==> config.mk <==
export PLATFORM = sky130hd
export DESIGN_NAME = my_axi4_lite_mst_bridge_flat
export DESIGN_NICKNAME = d
export VERILOG_FILES = /design/src/rtl/my_axi4_lite_mst_bridge_if.sv /design/src/rtl/my_axi4_lite_mst_bridge.sv /design/src/flat_wrapper.sv
export SDC_FILE = /design/constraint.sdc
export NUM_CORES = 1
export LEC_CHECK = 0
export ABC_AREA = 0
export CAP_MARGIN = 5
export CORE_AREA = 4 4 93 112
export DETAILED_ROUTE_END_ITERATION = 7
export DIE_AREA = 0 0 97 116
export PLACE_DENSITY = 0.79
export SYNTH_ARGS = -nofsm -noshare
export SYNTH_HDL_FRONTEND = slang
export SYNTH_SLANG_ARGS = --single-unit
==> constraint.sdc <==
create_clock -name i_clk -period 2 [get_ports i_clk]
set_input_delay 0.3 -clock i_clk [delete_from_list [all_inputs] [get_ports i_clk]]
set_output_delay 0.3 -clock i_clk [all_outputs]
set_load 0.02 [all_outputs]
==> src/rtl/my_axi4_lite_mst_bridge_if.sv <==
// AXI4-Lite channel bundle (AW, W, B, AR, R) with master and slave views.
interface aix4_lite_if #(
  parameter int unsigned ADDR_BIT_WIDTH = 4,
  parameter int unsigned DATA_BIT_WIDTH = 32
);
  localparam int unsigned STRB_BIT_WIDTH = DATA_BIT_WIDTH / 8;

  logic                      awvalid;
  logic                      awready;
  logic [ADDR_BIT_WIDTH-1:0] awaddr;
  logic [2:0]                awprot;
  logic                      wvalid;
  logic                      wready;
  logic [DATA_BIT_WIDTH-1:0] wdata;
  logic [STRB_BIT_WIDTH-1:0] wstrb;
  logic                      bvalid;
  logic                      bready;
  logic [1:0]                bresp;
  logic                      arvalid;
  logic                      arready;
  logic [ADDR_BIT_WIDTH-1:0] araddr;
  logic [2:0]                arprot;
  logic                      rvalid;
  logic                      rready;
  logic [DATA_BIT_WIDTH-1:0] rdata;
  logic [1:0]                rresp;

  modport mst_port (
    output awvalid, awaddr, awprot, wvalid, wdata, wstrb, bready, arvalid, araddr, arprot, rready,
    input  awready, wready, bvalid, bresp, arready, rvalid, rdata, rresp
  );

  modport slv_port (
    input  awvalid, awaddr, awprot, wvalid, wdata, wstrb, bready, arvalid, araddr, arprot, rready,
    output awready, wready, bvalid, bresp, arready, rvalid, rdata, rresp
  );
endinterface

==> src/rtl/my_axi4_lite_mst_bridge.sv <==
// Single-outstanding AXI4-Lite master: one command in, one AXI transaction out,
// one response back on a valid/ready port.
module my_axi4_lite_mst_bridge #(
  parameter int unsigned ADDR_BIT_WIDTH = 4,
  parameter int unsigned DATA_BIT_WIDTH = 32
) (
  input  logic                        i_clk,
  input  logic                        i_async_rst_n,
  input  logic                        i_cmd_valid,
  output logic                        o_cmd_ready,
  input  logic                        i_cmd_wr,
  input  logic [ADDR_BIT_WIDTH-1:0]   i_cmd_addr,
  input  logic [DATA_BIT_WIDTH-1:0]   i_cmd_wdata,
  input  logic [DATA_BIT_WIDTH/8-1:0] i_cmd_wstrb,
  output logic                        o_rsp_valid,
  input  logic                        i_rsp_ready,
  output logic                        o_rsp_wr,
  output logic [DATA_BIT_WIDTH-1:0]   o_rsp_rdata,
  output logic [1:0]                  o_rsp_resp,
  output logic                        o_busy,
  aix4_lite_if.mst_port               if_m_axi4_lite
);

  localparam int unsigned STRB_BIT_WIDTH = DATA_BIT_WIDTH / 8;

  if ($bits(if_m_axi4_lite.awaddr) != ADDR_BIT_WIDTH) begin : g_addr_width_chk
    $error("ADDR_BIT_WIDTH does not match the AXI4-Lite interface");
  end
  if ($bits(if_m_axi4_lite.wdata) != DATA_BIT_WIDTH) begin : g_data_width_chk
    $error("DATA_BIT_WIDTH does not match the AXI4-Lite interface");
  end
  if (DATA_BIT_WIDTH != 32 && DATA_BIT_WIDTH != 64) begin : g_data_value_chk
    $error("DATA_BIT_WIDTH must be 32 or 64");
  end

  typedef enum logic [2:0] {
    ST_IDLE,
    ST_WR_AW_W,
    ST_WR_B,
    ST_RD_AR,
    ST_RD_R,
    ST_RSP
  } state_e;

  state_e                    state_q;
  logic                      cmd_ready_q;
  logic                      busy_q;
  logic                      awvalid_q;
  logic                      wvalid_q;
  logic                      bready_q;
  logic                      arvalid_q;
  logic                      rready_q;
  logic [ADDR_BIT_WIDTH-1:0] awaddr_q;
  logic [ADDR_BIT_WIDTH-1:0] araddr_q;
  logic [DATA_BIT_WIDTH-1:0] wdata_q;
  logic [STRB_BIT_WIDTH-1:0] wstrb_q;
  logic                      rsp_valid_q;
  logic                      rsp_wr_q;
  logic [DATA_BIT_WIDTH-1:0] rsp_rdata_q;
  logic [1:0]                rsp_resp_q;

  // AW and W retire independently; a channel counts as done once its valid is low
  // or it handshakes this cycle.
  logic aw_done_c;
  logic w_done_c;
  assign aw_done_c = !awvalid_q || if_m_axi4_lite.awready;
  assign w_done_c  = !wvalid_q  || if_m_axi4_lite.wready;

  always_ff @(posedge i_clk or negedge i_async_rst_n) begin
    if (!i_async_rst_n) begin
      state_q     <= ST_IDLE;
      cmd_ready_q <= 1'b1;
      busy_q      <= 1'b0;
      awvalid_q   <= 1'b0;
      wvalid_q    <= 1'b0;
      bready_q    <= 1'b0;
      arvalid_q   <= 1'b0;
      rready_q    <= 1'b0;
      awaddr_q    <= '0;
      araddr_q    <= '0;
      wdata_q     <= '0;
      wstrb_q     <= '0;
      rsp_valid_q <= 1'b0;
      rsp_wr_q    <= 1'b0;
      rsp_rdata_q <= '0;
      rsp_resp_q  <= '0;
    end else begin
      case (state_q)
        ST_IDLE: begin
          if (i_cmd_valid && cmd_ready_q) begin
            cmd_ready_q <= 1'b0;
            busy_q      <= 1'b1;
            if (i_cmd_wr) begin
              awaddr_q  <= i_cmd_addr;
              wdata_q   <= i_cmd_wdata;
              wstrb_q   <= i_cmd_wstrb;
              awvalid_q <= 1'b1;
              wvalid_q  <= 1'b1;
              state_q   <= ST_WR_AW_W;
            end else begin
              araddr_q  <= i_cmd_addr;
              arvalid_q <= 1'b1;
              state_q   <= ST_RD_AR;
            end
          end
        end
        ST_WR_AW_W: begin
          if (awvalid_q && if_m_axi4_lite.awready) awvalid_q <= 1'b0;
          if (wvalid_q && if_m_axi4_lite.wready)   wvalid_q  <= 1'b0;
          if (aw_done_c && w_done_c) begin
            bready_q <= 1'b1;
            state_q  <= ST_WR_B;
          end
        end
        ST_WR_B: begin
          if (if_m_axi4_lite.bvalid) begin
            bready_q    <= 1'b0;
            rsp_valid_q <= 1'b1;
            rsp_wr_q    <= 1'b1;
            rsp_rdata_q <= '0;
            rsp_resp_q  <= if_m_axi4_lite.bresp;
            state_q     <= ST_RSP;
          end
        end
        ST_RD_AR: begin
          if (if_m_axi4_lite.arready) begin
            arvalid_q <= 1'b0;
            rready_q  <= 1'b1;
            state_q   <= ST_RD_R;
          end
        end
        ST_RD_R: begin
          if (if_m_axi4_lite.rvalid) begin
            rready_q    <= 1'b0;
            rsp_valid_q <= 1'b1;
            rsp_wr_q    <= 1'b0;
            rsp_rdata_q <= if_m_axi4_lite.rdata;
            rsp_resp_q  <= if_m_axi4_lite.rresp;
            state_q     <= ST_RSP;
          end
        end
        ST_RSP: begin
          // Ready is raised only on the way back to IDLE, so no command can slip in here.
          if (i_rsp_ready) begin
            rsp_valid_q <= 1'b0;
            cmd_ready_q <= 1'b1;
            busy_q      <= 1'b0;
            state_q     <= ST_IDLE;
          end
        end
        default: begin
          state_q <= ST_IDLE;
        end
      endcase
    end
  end

  assign o_cmd_ready = cmd_ready_q;
  assign o_busy      = busy_q;
  assign o_rsp_valid = rsp_valid_q;
  assign o_rsp_wr    = rsp_wr_q;
  assign o_rsp_rdata = rsp_rdata_q;
  assign o_rsp_resp  = rsp_resp_q;

  assign if_m_axi4_lite.awvalid = awvalid_q;
  assign if_m_axi4_lite.awaddr  = awaddr_q;
  assign if_m_axi4_lite.awprot  = 3'b000;
  assign if_m_axi4_lite.wvalid  = wvalid_q;
  assign if_m_axi4_lite.wdata   = wdata_q;
  assign if_m_axi4_lite.wstrb   = wstrb_q;
  assign if_m_axi4_lite.bready  = bready_q;
  assign if_m_axi4_lite.arvalid = arvalid_q;
  assign if_m_axi4_lite.araddr  = araddr_q;
  assign if_m_axi4_lite.arprot  = 3'b000;
  assign if_m_axi4_lite.rready  = rready_q;

endmodule

==> src/flat_wrapper.sv <==
// flat-port wrapper written by rule: the top's interface ports become plain ports
module my_axi4_lite_mst_bridge_flat 
#(
  parameter int unsigned ADDR_BIT_WIDTH = 4,
  parameter int unsigned DATA_BIT_WIDTH = 32
)
  (i_clk, i_async_rst_n, i_cmd_valid, o_cmd_ready, i_cmd_wr, i_cmd_addr, i_cmd_wdata, i_cmd_wstrb, o_rsp_valid, i_rsp_ready, o_rsp_wr, o_rsp_rdata, o_rsp_resp, o_busy, if_m_axi4_lite_awvalid, if_m_axi4_lite_awaddr, if_m_axi4_lite_awprot, if_m_axi4_lite_wvalid, if_m_axi4_lite_wdata, if_m_axi4_lite_wstrb, if_m_axi4_lite_bready, if_m_axi4_lite_arvalid, if_m_axi4_lite_araddr, if_m_axi4_lite_arprot, if_m_axi4_lite_rready, if_m_axi4_lite_awready, if_m_axi4_lite_wready, if_m_axi4_lite_bvalid, if_m_axi4_lite_bresp, if_m_axi4_lite_arready, if_m_axi4_lite_rvalid, if_m_axi4_lite_rdata, if_m_axi4_lite_rresp);
  aix4_lite_if #(.ADDR_BIT_WIDTH(ADDR_BIT_WIDTH), .DATA_BIT_WIDTH(DATA_BIT_WIDTH)) if_m_axi4_lite_i ();
  input  logic i_clk;
  input  logic i_async_rst_n;
  input  logic i_cmd_valid;
  output logic o_cmd_ready;
  input  logic i_cmd_wr;
  input  logic [ADDR_BIT_WIDTH-1:0] i_cmd_addr;
  input  logic [DATA_BIT_WIDTH-1:0] i_cmd_wdata;
  input  logic [DATA_BIT_WIDTH/8-1:0] i_cmd_wstrb;
  output logic o_rsp_valid;
  input  logic i_rsp_ready;
  output logic o_rsp_wr;
  output logic [DATA_BIT_WIDTH-1:0] o_rsp_rdata;
  output logic [1:0] o_rsp_resp;
  output logic o_busy;
  output wire logic [$bits(if_m_axi4_lite_i.awvalid)-1:0] if_m_axi4_lite_awvalid;
  output wire logic [$bits(if_m_axi4_lite_i.awaddr)-1:0] if_m_axi4_lite_awaddr;
  output wire logic [$bits(if_m_axi4_lite_i.awprot)-1:0] if_m_axi4_lite_awprot;
  output wire logic [$bits(if_m_axi4_lite_i.wvalid)-1:0] if_m_axi4_lite_wvalid;
  output wire logic [$bits(if_m_axi4_lite_i.wdata)-1:0] if_m_axi4_lite_wdata;
  output wire logic [$bits(if_m_axi4_lite_i.wstrb)-1:0] if_m_axi4_lite_wstrb;
  output wire logic [$bits(if_m_axi4_lite_i.bready)-1:0] if_m_axi4_lite_bready;
  output wire logic [$bits(if_m_axi4_lite_i.arvalid)-1:0] if_m_axi4_lite_arvalid;
  output wire logic [$bits(if_m_axi4_lite_i.araddr)-1:0] if_m_axi4_lite_araddr;
  output wire logic [$bits(if_m_axi4_lite_i.arprot)-1:0] if_m_axi4_lite_arprot;
  output wire logic [$bits(if_m_axi4_lite_i.rready)-1:0] if_m_axi4_lite_rready;
  input wire logic [$bits(if_m_axi4_lite_i.awready)-1:0] if_m_axi4_lite_awready;
  input wire logic [$bits(if_m_axi4_lite_i.wready)-1:0] if_m_axi4_lite_wready;
  input wire logic [$bits(if_m_axi4_lite_i.bvalid)-1:0] if_m_axi4_lite_bvalid;
  input wire logic [$bits(if_m_axi4_lite_i.bresp)-1:0] if_m_axi4_lite_bresp;
  input wire logic [$bits(if_m_axi4_lite_i.arready)-1:0] if_m_axi4_lite_arready;
  input wire logic [$bits(if_m_axi4_lite_i.rvalid)-1:0] if_m_axi4_lite_rvalid;
  input wire logic [$bits(if_m_axi4_lite_i.rdata)-1:0] if_m_axi4_lite_rdata;
  input wire logic [$bits(if_m_axi4_lite_i.rresp)-1:0] if_m_axi4_lite_rresp;
  assign if_m_axi4_lite_awvalid = if_m_axi4_lite_i.awvalid;
  assign if_m_axi4_lite_awaddr = if_m_axi4_lite_i.awaddr;
  assign if_m_axi4_lite_awprot = if_m_axi4_lite_i.awprot;
  assign if_m_axi4_lite_wvalid = if_m_axi4_lite_i.wvalid;
  assign if_m_axi4_lite_wdata = if_m_axi4_lite_i.wdata;
  assign if_m_axi4_lite_wstrb = if_m_axi4_lite_i.wstrb;
  assign if_m_axi4_lite_bready = if_m_axi4_lite_i.bready;
  assign if_m_axi4_lite_arvalid = if_m_axi4_lite_i.arvalid;
  assign if_m_axi4_lite_araddr = if_m_axi4_lite_i.araddr;
  assign if_m_axi4_lite_arprot = if_m_axi4_lite_i.arprot;
  assign if_m_axi4_lite_rready = if_m_axi4_lite_i.rready;
  assign if_m_axi4_lite_i.awready = if_m_axi4_lite_awready;
  assign if_m_axi4_lite_i.wready = if_m_axi4_lite_wready;
  assign if_m_axi4_lite_i.bvalid = if_m_axi4_lite_bvalid;
  assign if_m_axi4_lite_i.bresp = if_m_axi4_lite_bresp;
  assign if_m_axi4_lite_i.arready = if_m_axi4_lite_arready;
  assign if_m_axi4_lite_i.rvalid = if_m_axi4_lite_rvalid;
  assign if_m_axi4_lite_i.rdata = if_m_axi4_lite_rdata;
  assign if_m_axi4_lite_i.rresp = if_m_axi4_lite_rresp;
  my_axi4_lite_mst_bridge #(.ADDR_BIT_WIDTH(ADDR_BIT_WIDTH), .DATA_BIT_WIDTH(DATA_BIT_WIDTH)) u_core (.i_clk(i_clk), .i_async_rst_n(i_async_rst_n), .i_cmd_valid(i_cmd_valid), .o_cmd_ready(o_cmd_ready), .i_cmd_wr(i_cmd_wr), .i_cmd_addr(i_cmd_addr), .i_cmd_wdata(i_cmd_wdata), .i_cmd_wstrb(i_cmd_wstrb), .o_rsp_valid(o_rsp_valid), .i_rsp_ready(i_rsp_ready), .o_rsp_wr(o_rsp_wr), .o_rsp_rdata(o_rsp_rdata), .o_rsp_resp(o_rsp_resp), .o_busy(o_busy), .if_m_axi4_lite(if_m_axi4_lite_i));
endmodule
After elaboration in Yosys (flattened, before gate mapping)
Cells that the tools add are included.

operators by class
  equal/unequal tests = 15
  mux-type cells = 40
  bitwise logic cells = 1
  reduce and logical (&&, ||, !) cells = 27

operator list
  cell                count
  $mux 32             2
  $pmux 32 s2         1
  $mux 3              6
  $pmux 3 s6          1
  $reduce_and 3->1    6
  $mux 1              17
  $pmux 1 s2          8
  $reduce_and 4->1    4
  $ne 2x2->1 const B  6
  $reduce_bool 2->1   6
  $ne 2x1->1 const B  4
  $eq 3x2->1 const B  2
  $eq 3x3->1 const B  2
  $mux 2              3
  $reduce_and 6->1    1
  $logic_and 1x1->1   4
  $pmux 2 s2          1
  $eq 3x1->1 const B  1
  $logic_not 3->1     1
  $pmux 1 s3          1
  $reduce_bool 3->1   1
  $logic_not 1->1     2
  $logic_or 1x1->1    2
  $not 1->1           1

storage, ports and cells
  flip-flop bits (word level) = 90
  output and inout port bits = 93
  word-level logic and storage cells = 99

Longest topological paths before layout
Gate-level depths: netlist of the first run.

  depth in word-level cells = 5
  depth in mapped cells = 6

Worst setup path after synthesis of the first run
OpenSTA, ideal clock, no wires.

  kind = register to register
  start = register u_core.cmd_ready_q, in the netlist u_core.o_cmd_ready
  end = register u_core.awaddr_q[2], in the netlist u_core.if_m_axi4_lite.awaddr[2]
  arrival time = 1.494 ns
  setup slack = 0.380 ns
  stages on the path, launching flop included = 6
  cell sequence = dfstp_2 > nand2_1 > nor4_4 > nand2_2 > buf_6 > mux2_4

on the way
  word-level cells in the longest chain between the ends = 2

RTL lines
  element                     line                            text
  start: declaration          my_axi4_lite_mst_bridge.sv:46   logic cmd_ready_q;
  start signal: assignment    my_axi4_lite_mst_bridge.sv:72   cmd_ready_q <= 1'b1;
  start signal: assignment    my_axi4_lite_mst_bridge.sv:91   cmd_ready_q <= 1'b0;
  start signal: assignment    my_axi4_lite_mst_bridge.sv:146  cmd_ready_q <= 1'b1;
  $logic_and 1x1->1           my_axi4_lite_mst_bridge.sv:90   if (i_cmd_valid && cmd_ready_q) begin
  $reduce_and 3->1 (no line)  -
  end signal: assignment      my_axi4_lite_mst_bridge.sv:94   awaddr_q <= i_cmd_addr;
  end: declaration            my_axi4_lite_mst_bridge.sv:53   logic [ADDR_BIT_WIDTH-1:0] awaddr_q;

Every way passes these cells.
A chain may end at the register's enable or synchronous reset.

Final worst setup path of the first run
  start = register u_core.cmd_ready_q, in the netlist u_core.o_cmd_ready
  end = output port o_cmd_ready

RTL lines
  element           line                text
  end: declaration  flat_wrapper.sv:12  output logic o_cmd_ready;

No word-level cell between the ends.

==> out/results.md, run 1 <==
### Worst setup path
* **Crit path required time** 1.70 ns
* **Largest delay share family, worst path** buffers and inverters
* **crit path max fanout** 5
* **capturing element type of the critical path** output port
* **critical path startpoint category** register
* **critical path cell sequence** clkdlybuf4s50_1
* **maximum cell stage delay along the critical path** 0.61 ns
* **cell type of the slowest stage on the worst timing path** clkdlybuf4s50_1
* **worst path arrival time** 1.51 ns
* **path type of the worst setup path** reg2out
* **sum of buffers and inverters on the critical path** 1

### Timing
* **RSZ-0062 raised after global routing** false
* **transition time at the pin with the least slew margin** 0.6416 ns
* **final worst clock skew** 0.004876 ns
* **number of hold-slack violations in the final timing report** 6
* **post-layout min period** 1.808 ns
* **smallest hold slack** -0.01508 ns
* **final number of setup-violating endpoints** 0
* **max-slew headroom at the worst pin** 57.23%
* **post-route setup TNS** 0 ns
* **maximum achievable frequency** 553.0 MHz
* **max-slew violations** 0
* **fraction of the cycle the final worst path needs** 90.41%

### Global route
* **vias in the first global route** 2942
* **wire length of the first global-routing pass** 15.32 mm
* **grt ovf** 0
* **number of antenna violations at the first check in global routing** 0
* **all-layer global routing usage** 17.12%
* **maximum number of pins on one net before global-route repair** 50

### Layout
* **count of non-filler cells in the finished layout** 561
* **area added between synthesis and finish** 57.95%
* **Post-layout nets** 519
* **fraction of layout cells with a size suffix above 1** 16.21%
* **count of inserted antenna diode cells** 0
* **fill cell total of the finished layout** 715

### Logic synthesis
* **average size of a mapped cell** 14.41 um2
* **library cell occupying the most area in the post-synthesis netlist** dfrtp_1
* **Syn. warnings** 0
* **register bit total from synthesis** 90
* **count of flip-flops with a built-in enable after synthesis** 0
* **post-synthesis async set-or-reset flop share** 100.0%
* **top cells by area in the synthesized netlist** dfrtp_1, mux2_4, a22o_1
* **post-synth design cell area** 3746 um2
* **Main synth FF type** dfrtp_1
* **synth unique cells** 35
* **register area share after synthesis** 60.15%
* **cells after synthesis** 260
* **portion of synthesized cell area occupied by the leading cell type** 59.45%

### Power and ir drop
* **static leakage** 2.745 nW
* **IR Drop Worst-Case VDD** 0.0006353 V
* **P per Cell Area** 1307 nW/um2

### Die
* **area enclosed by the die boundary** 11250 um2
* **Die Span X** 97 um
* **core area** 9418 um2
* **Cell Rows** 39
* **number of top-level pins** 179
* **starting utilization of the core area** 39.78%
* **Die Ht** 116 um

### Clock network
* **clock buffer count from CTS** 9
* **number of post-CTS setup repair buffers** 0
* **# H-tree levels** 3
* **Sink Count** 90
* **buffer levels on the longest clock path** 2
* **clock slew seen by the registers of the worst setup and hold paths** 0.07 ns
* **total of hold buffers inserted after clock tree synthesis** 0
* **cells resized by post-CTS repair** 0
* **clock tree root buffer cell** clkbuf_16
* **clock latency at the later pin of the worst-skew pair** 0.33 ns
* **clock tree from TritonCTS** yes

### Hold path
* **path category of the worst min-delay check** in2async

### Status
* **outcome** complete, but fails checks
* **violations in the final reports** hold timing

### Place
* **Routability Congestion** 0.7689
* **cell count after placement** 545
* **post-detail-place hpwl** 7.184 mm
* **number of port buffers** 172

### Flow run
* **max capacitance violation total** 0

### Drt
* **Iter 0 DRT Violations** 121
* **total iterations of the first detailed-routing run** 6
* **post-detailed-route count of antenna-violating nets** 0
* **Routed wire per std cell** 17.25 um
* **via count** 2743
* **Post-Route WL** 9.675 mm
* **number of vias per cell** 4.889
* **DRC violation count after routing** 0

[cells in the mapped netlist, drive strengths merged (3+ instances only)]
cell and count:
inv 4, dfrtp 89, a22o 32, mux2i 3
nand2 21, nor2b 4, mux2 44, o21ai 12
a21oi 3, buf 20, nor2 6
[flip-flops by register name (all words and copies together), names as in the netlist]
| name | flops |
|---|---|
| u_core.if_m_axi4_lite.wdata | 32 |
| u_core.o_rsp_rdata | 32 |
| u_core.if_m_axi4_lite.araddr | 4 |
| u_core.if_m_axi4_lite.awaddr | 4 |
| u_core.if_m_axi4_lite.wstrb | 4 |
| u_core.state_q | 3 |
| u_core.o_rsp_resp | 2 |
| u_core.if_m_axi4_lite.arvalid | 1 |
| u_core.if_m_axi4_lite.awvalid | 1 |
| u_core.if_m_axi4_lite.bready | 1 |
| u_core.if_m_axi4_lite.rready | 1 |
| u_core.if_m_axi4_lite.wvalid | 1 |
| u_core.o_busy | 1 |
| u_core.o_cmd_ready | 1 |
| u_core.o_rsp_valid | 1 |
| u_core.o_rsp_wr | 1 |
[cell type report]
cell class | count | area (um2) | area share, %
timing repair buffer | 178 | 1814 | 30.66
sequential | 90 | 2253 | 38.08
multi-input combinational | 150 | 1353 | 22.86
clock inverter | 5 | 85.08 | 1.438
inverter | 4 | 15.01 | 0.2538
clock buffer | 11 | 242.7 | 4.102
tap | 123 | 153.9 | 2.601
[per-stage QoR]
stage          hold slack [ns]  power (mW)  setup WS (ns)  area, um2  utilization, %
6_report              -0.01508       7.731         0.1917       5917           62.83
5_1_grt                0.03621       8.103         0.1350       5917           62.83
3_5_place_dp            0.3689       5.945        0.01249       5589           59.35
2_1_floorplan         0.004409       4.399         0.3805       3765               -
3_3_place_gp            0.3547       5.860        0.07366       5589           59.35
4_1_cts               0.007609       7.815         0.1707       5917           62.83
[logic make-up (layout without fill, tap and decap cells)]
family,count (synthesis),after routing,synth area share [%]
compound gates,56,56,11.69
other cells,1,6,0.1001
buf+inv,25,198,4.408
mux,47,47,17.84
simple gates,41,41,5.812
flops,90,90,60.15
[cell usage in the layout, fill, tap and decap left out]
master           synthesis  routed
clkinvlp_4               0       1
mux2_2                   6       6
a31oi_1                  2       2
a32oi_1                  1       1
inv_1                    4       4
buf_12                   0       4
mux2_4                  38      38
dfstp_2                  1       1
and2_0                   1       1
o22a_1                   1       1
a21boi_0                 1       1
a21oi_1                  3       3
clkdlybuf4s50_1          0     171
bufinv_16                0       2
inv_6                    0       2
o21ai_0                 11      11
clkbuf_8                 0       1
a41oi_1                  1       1
nand2_1                 20      20
o31ai_1                  1       1
nor3b_1                  1       1
mux2i_1                  3       3
nor3_4                   0       1
nand2b_1                 2       2
o21ai_4                  1       1
buf_4                    6       3
nor4_1                   1       1
a22o_1                  32      32
nand2_2                  1       1
nor2_1                   6       6
clkbuf_16                0       9
and3b_1                  2       2
dfrtp_1                 89      89
conb_1                   1       6
clkbuf_1                 1       1
o311ai_0                 1       1
o221ai_1                 1       1
nand3b_1                 1       1
nor4_4                   1       1
nor2b_1                  4       4
[final timing paths]
check / endpoint / start / cells after the start / slack (ns)
worst max-delay path: o_cmd_ready / u_core.o_cmd_ready / 1 / 0.19
worst min-delay path: u_core.if_m_axi4_lite.wstrb[1] / i_async_rst_n / 1 / -0.02
worst max register to register: u_core.if_m_axi4_lite.araddr[2] / u_core.o_cmd_ready / 4 / 0.28
worst min register to register: u_core.o_rsp_resp[1] / u_core.o_rsp_resp[1] / 2 / 0.49
max in group asynchronous: u_core.o_rsp_rdata[8] / i_async_rst_n / 2 / 1.35
min in group i_clk: u_core.o_rsp_resp[1] / u_core.o_rsp_resp[1] / 2 / 0.49
[per-layer routing]
layer	GRT usage, %	wire length, um
met1	20.16	3779
met2	29.74	5069
met3	3.733	536
met4	8.708	289
met5	0	0
[report_power, final]
| group | switching (mW) | internal [mW] |
|---|---|---|
| sequential | 0.350 | 2.37 |
| combinational | 1.50 | 1.68 |
| clock | 0.696 | 1.14 |
| total | 2.55 | 5.18 |
Note: power is estimated with default switching activity, not from simulation.
==> run 2: changes to the inputs <==
clock period = 1.8 ns   (was 2 ns; I/O delays follow)
==> run 2 against run 1 <==
Net effect:
- the run now ends clean
- highest routed layer unchanged
- critical path type is now reg2reg
- critical path depth is 4 higher
- clock power grew 7%
- register-to-register slack got worse by 0.15 ns
- sequential power rose by 11%
- worst setup slack worse by 0.062 ns
- via count rose by 2.7%
- total power up 11%
- first-iteration DRC count is 38% lower
==> out/results.md, run 2 (synthesized netlist as in run 1, its figures left out) <==
### Timing
* **maximum achievable frequency** 598.6 MHz
* **transition time at the pin with the least slew margin** 0.5510 ns
* **max-slew violations** 0
* **final number of setup-violating endpoints** 0
* **RSZ-0062 raised after global routing** false
* **number of hold-slack violations in the final timing report** 0
* **fraction of the cycle the final worst path needs** 92.80%
* **Final Worst Setup Slack** 0.1295 ns
* **post-route setup TNS** 0 ns
* **final worst clock skew** 0.006331 ns
* **post-layout min period** 1.670 ns
* **max-slew headroom at the worst pin** 63.27%

### Global route
* **wire length of the first global-routing pass** 15.24 mm
* **all-layer global routing usage** 16.90%
* **grt ovf** 0
* **maximum number of pins on one net before global-route repair** 43
* **vias in the first global route** 3006
* **number of antenna violations at the first check in global routing** 0

### Layout
* **utilization of the core after routing** 63.27%
* **most common cell after layout, fill and taps aside** clkdlybuf4s50_1
* **count of non-filler cells in the finished layout** 567
* **fill cell total of the finished layout** 744
* **total area of multi-input combinational cells** 1353 um2
* **Sequential cell area** 2253 um2
* **count of inserted antenna diode cells** 0
* **Post-layout nets** 525
* **fraction of layout cells with a size suffix above 1** 17.12%
* **commonest cells after routing, fill and taps aside** clkdlybuf4s50_1, dfrtp_1, mux2_4
* **area added between synthesis and finish** 59.05%

### Clock network
* **number of post-CTS setup repair buffers** 0
* **Sink Count** 90
* **clock slew seen by the registers of the worst setup and hold paths** 0.06 ns
* **clock latency at the later pin of the worst-skew pair** 0.32 ns
* **clock tree root buffer cell** clkbuf_16
* **clock tree from TritonCTS** yes
* **buffer levels on the longest clock path** 2
* **# H-tree levels** 3
* **clock buffer count from CTS** 9

### Drt
* **Post-Route WL** 9.619 mm
* **total iterations of the first detailed-routing run** 4
* **via count** 2817
* **number of vias per cell** 4.968
* **post-detailed-route count of antenna-violating nets** 0
* **Routed wire per std cell** 16.96 um
* **Iter 0 DRT Violations** 75
* **DRC violation count after routing** 0

### Worst setup path
* **CP endpoint** u_core.if_m_axi4_lite.wdata[22]
* **worst path arrival time** 1.88 ns
* **critical path startpoint category** register
* **crit path max fanout** 42
* **startpoint of the worst register-to-register path** u_core.o_cmd_ready
* **launch point of the critical path** u_core.o_cmd_ready
* **path type of the worst setup path** reg2reg
* **Worst Reg-to-Reg Cells** 5
* **capturing element type of the critical path** register
* **Reg2Reg Capture Point** u_core.if_m_axi4_lite.wdata[22]
* **Crit path required time** 2.00 ns
* **Worst R2R Setup Slack** 0.13 ns

### Place
* **cell count after placement** 550
* **worst setup slack after placement** -0.1357 ns
* **Routability Congestion** 0.7721
* **post-detail-place hpwl** 7.232 mm
* **number of port buffers** 172

### Status
* **outcome** finished, final reports clean

### Die
* **core area** 9418 um2
* **starting utilization of the core area** 39.78%
* **Cell Rows** 39
* **number of top-level pins** 179
* **area enclosed by the die boundary** 11250 um2
* **Die Ht** 116 um
* **Die Span X** 97 um

### Power and ir drop
* **static leakage** 2.789 nW
* **Int Power** 5.746 mW
* **register share of total power** 35.1%
* **clock network power share** 23.0%
* **net switching fraction of the power** 32.87%
* **net switching power** 2.814 mW
* **IR Drop Worst-Case VDD** 0.0007638 V
* **combinational group share of total power** 41.9%
* **P per Cell Area** 1437 nW/um2

### Flow run
* **max capacitance violation total** 0

### Hold path
* **path category of the worst min-delay check** in2async

run 2: final cells by class:
type	count	share of cell area, %
sequential	90	37.82
timing repair buffer	184	31.29
multi-input combinational	150	22.70
clock buffer	10	3.843
tap	123	2.583
clock inverter	6	1.512
inverter	4	0.2520
run 2: worst min-delay path by stage:
stage,startpoint,to,depth (start not counted),slack (ns)
4_1_cts,i_async_rst_n,u_core.if_m_axi4_lite.wdata[30],2,0.49
3_3_place_gp,i_async_rst_n,u_core.if_m_axi4_lite.wdata[30],1,0.28
5_1_grt,i_async_rst_n,u_core.if_m_axi4_lite.wdata[30],2,0.51
3_5_place_dp,i_async_rst_n,u_core.if_m_axi4_lite.wstrb[1],1,0.29
2_1_floorplan,i_async_rst_n,u_core.if_m_axi4_lite.araddr[0],0,-0.03
6_report,i_async_rst_n,u_core.if_m_axi4_lite.wdata[30],2,0.48
run 2: power by group through the flow:
stage	clock network [mW]	registers, mW	logic, mW
final	1.97	3.01	3.59
after global routing	2.12	3.08	3.80
after CTS	2.02	3.01	3.63
after detailed placement	0	3.03	3.61
after global placement	0	3.00	3.54
after floorplan	0	3.70	1.19
run 2: metal layers:
| metal | up-vias | global-route usage, % | wire (um) |
|---|---|---|---|
| met3 | 18 | 4.576 | 543 |
| met1 | 1415 | 19.39 | 3671 |
| met4 | 0 | 5.712 | 208 |
| met2 | 106 | 30.71 | 5196 |
| li1 | 1278 | - | - |
| met5 | - | 0 | 0 |
run 2: through the flow:
step / cell area (um2) / hold WS (ns) / power (mW)
2_1_floorplan: 3765 / -0.02559 / 4.888
3_3_place_gp: 5627 / 0.2803 / 6.542
3_5_place_dp: 5627 / 0.2909 / 6.641
4_1_cts: 5956 / 0.4916 / 8.660
5_1_grt: 5958 / 0.5053 / 8.998
6_report: 5958 / 0.4792 / 8.560
run 2: worst max-delay path, stage by stage (launching register included):
cell and delay [ns]:
dfstp_2 0.57, nand2_1 0.13, nor4_4 0.18, nand2_2 0.10, buf_12 0.21, mux2_4 0.32
run 2: timing repair:
action	4_1_cts	5_1_grt
hold endpoints to repair	38	0
hold buffers	1	0
resized for setup	0	2
setup endpoints to repair	0	5
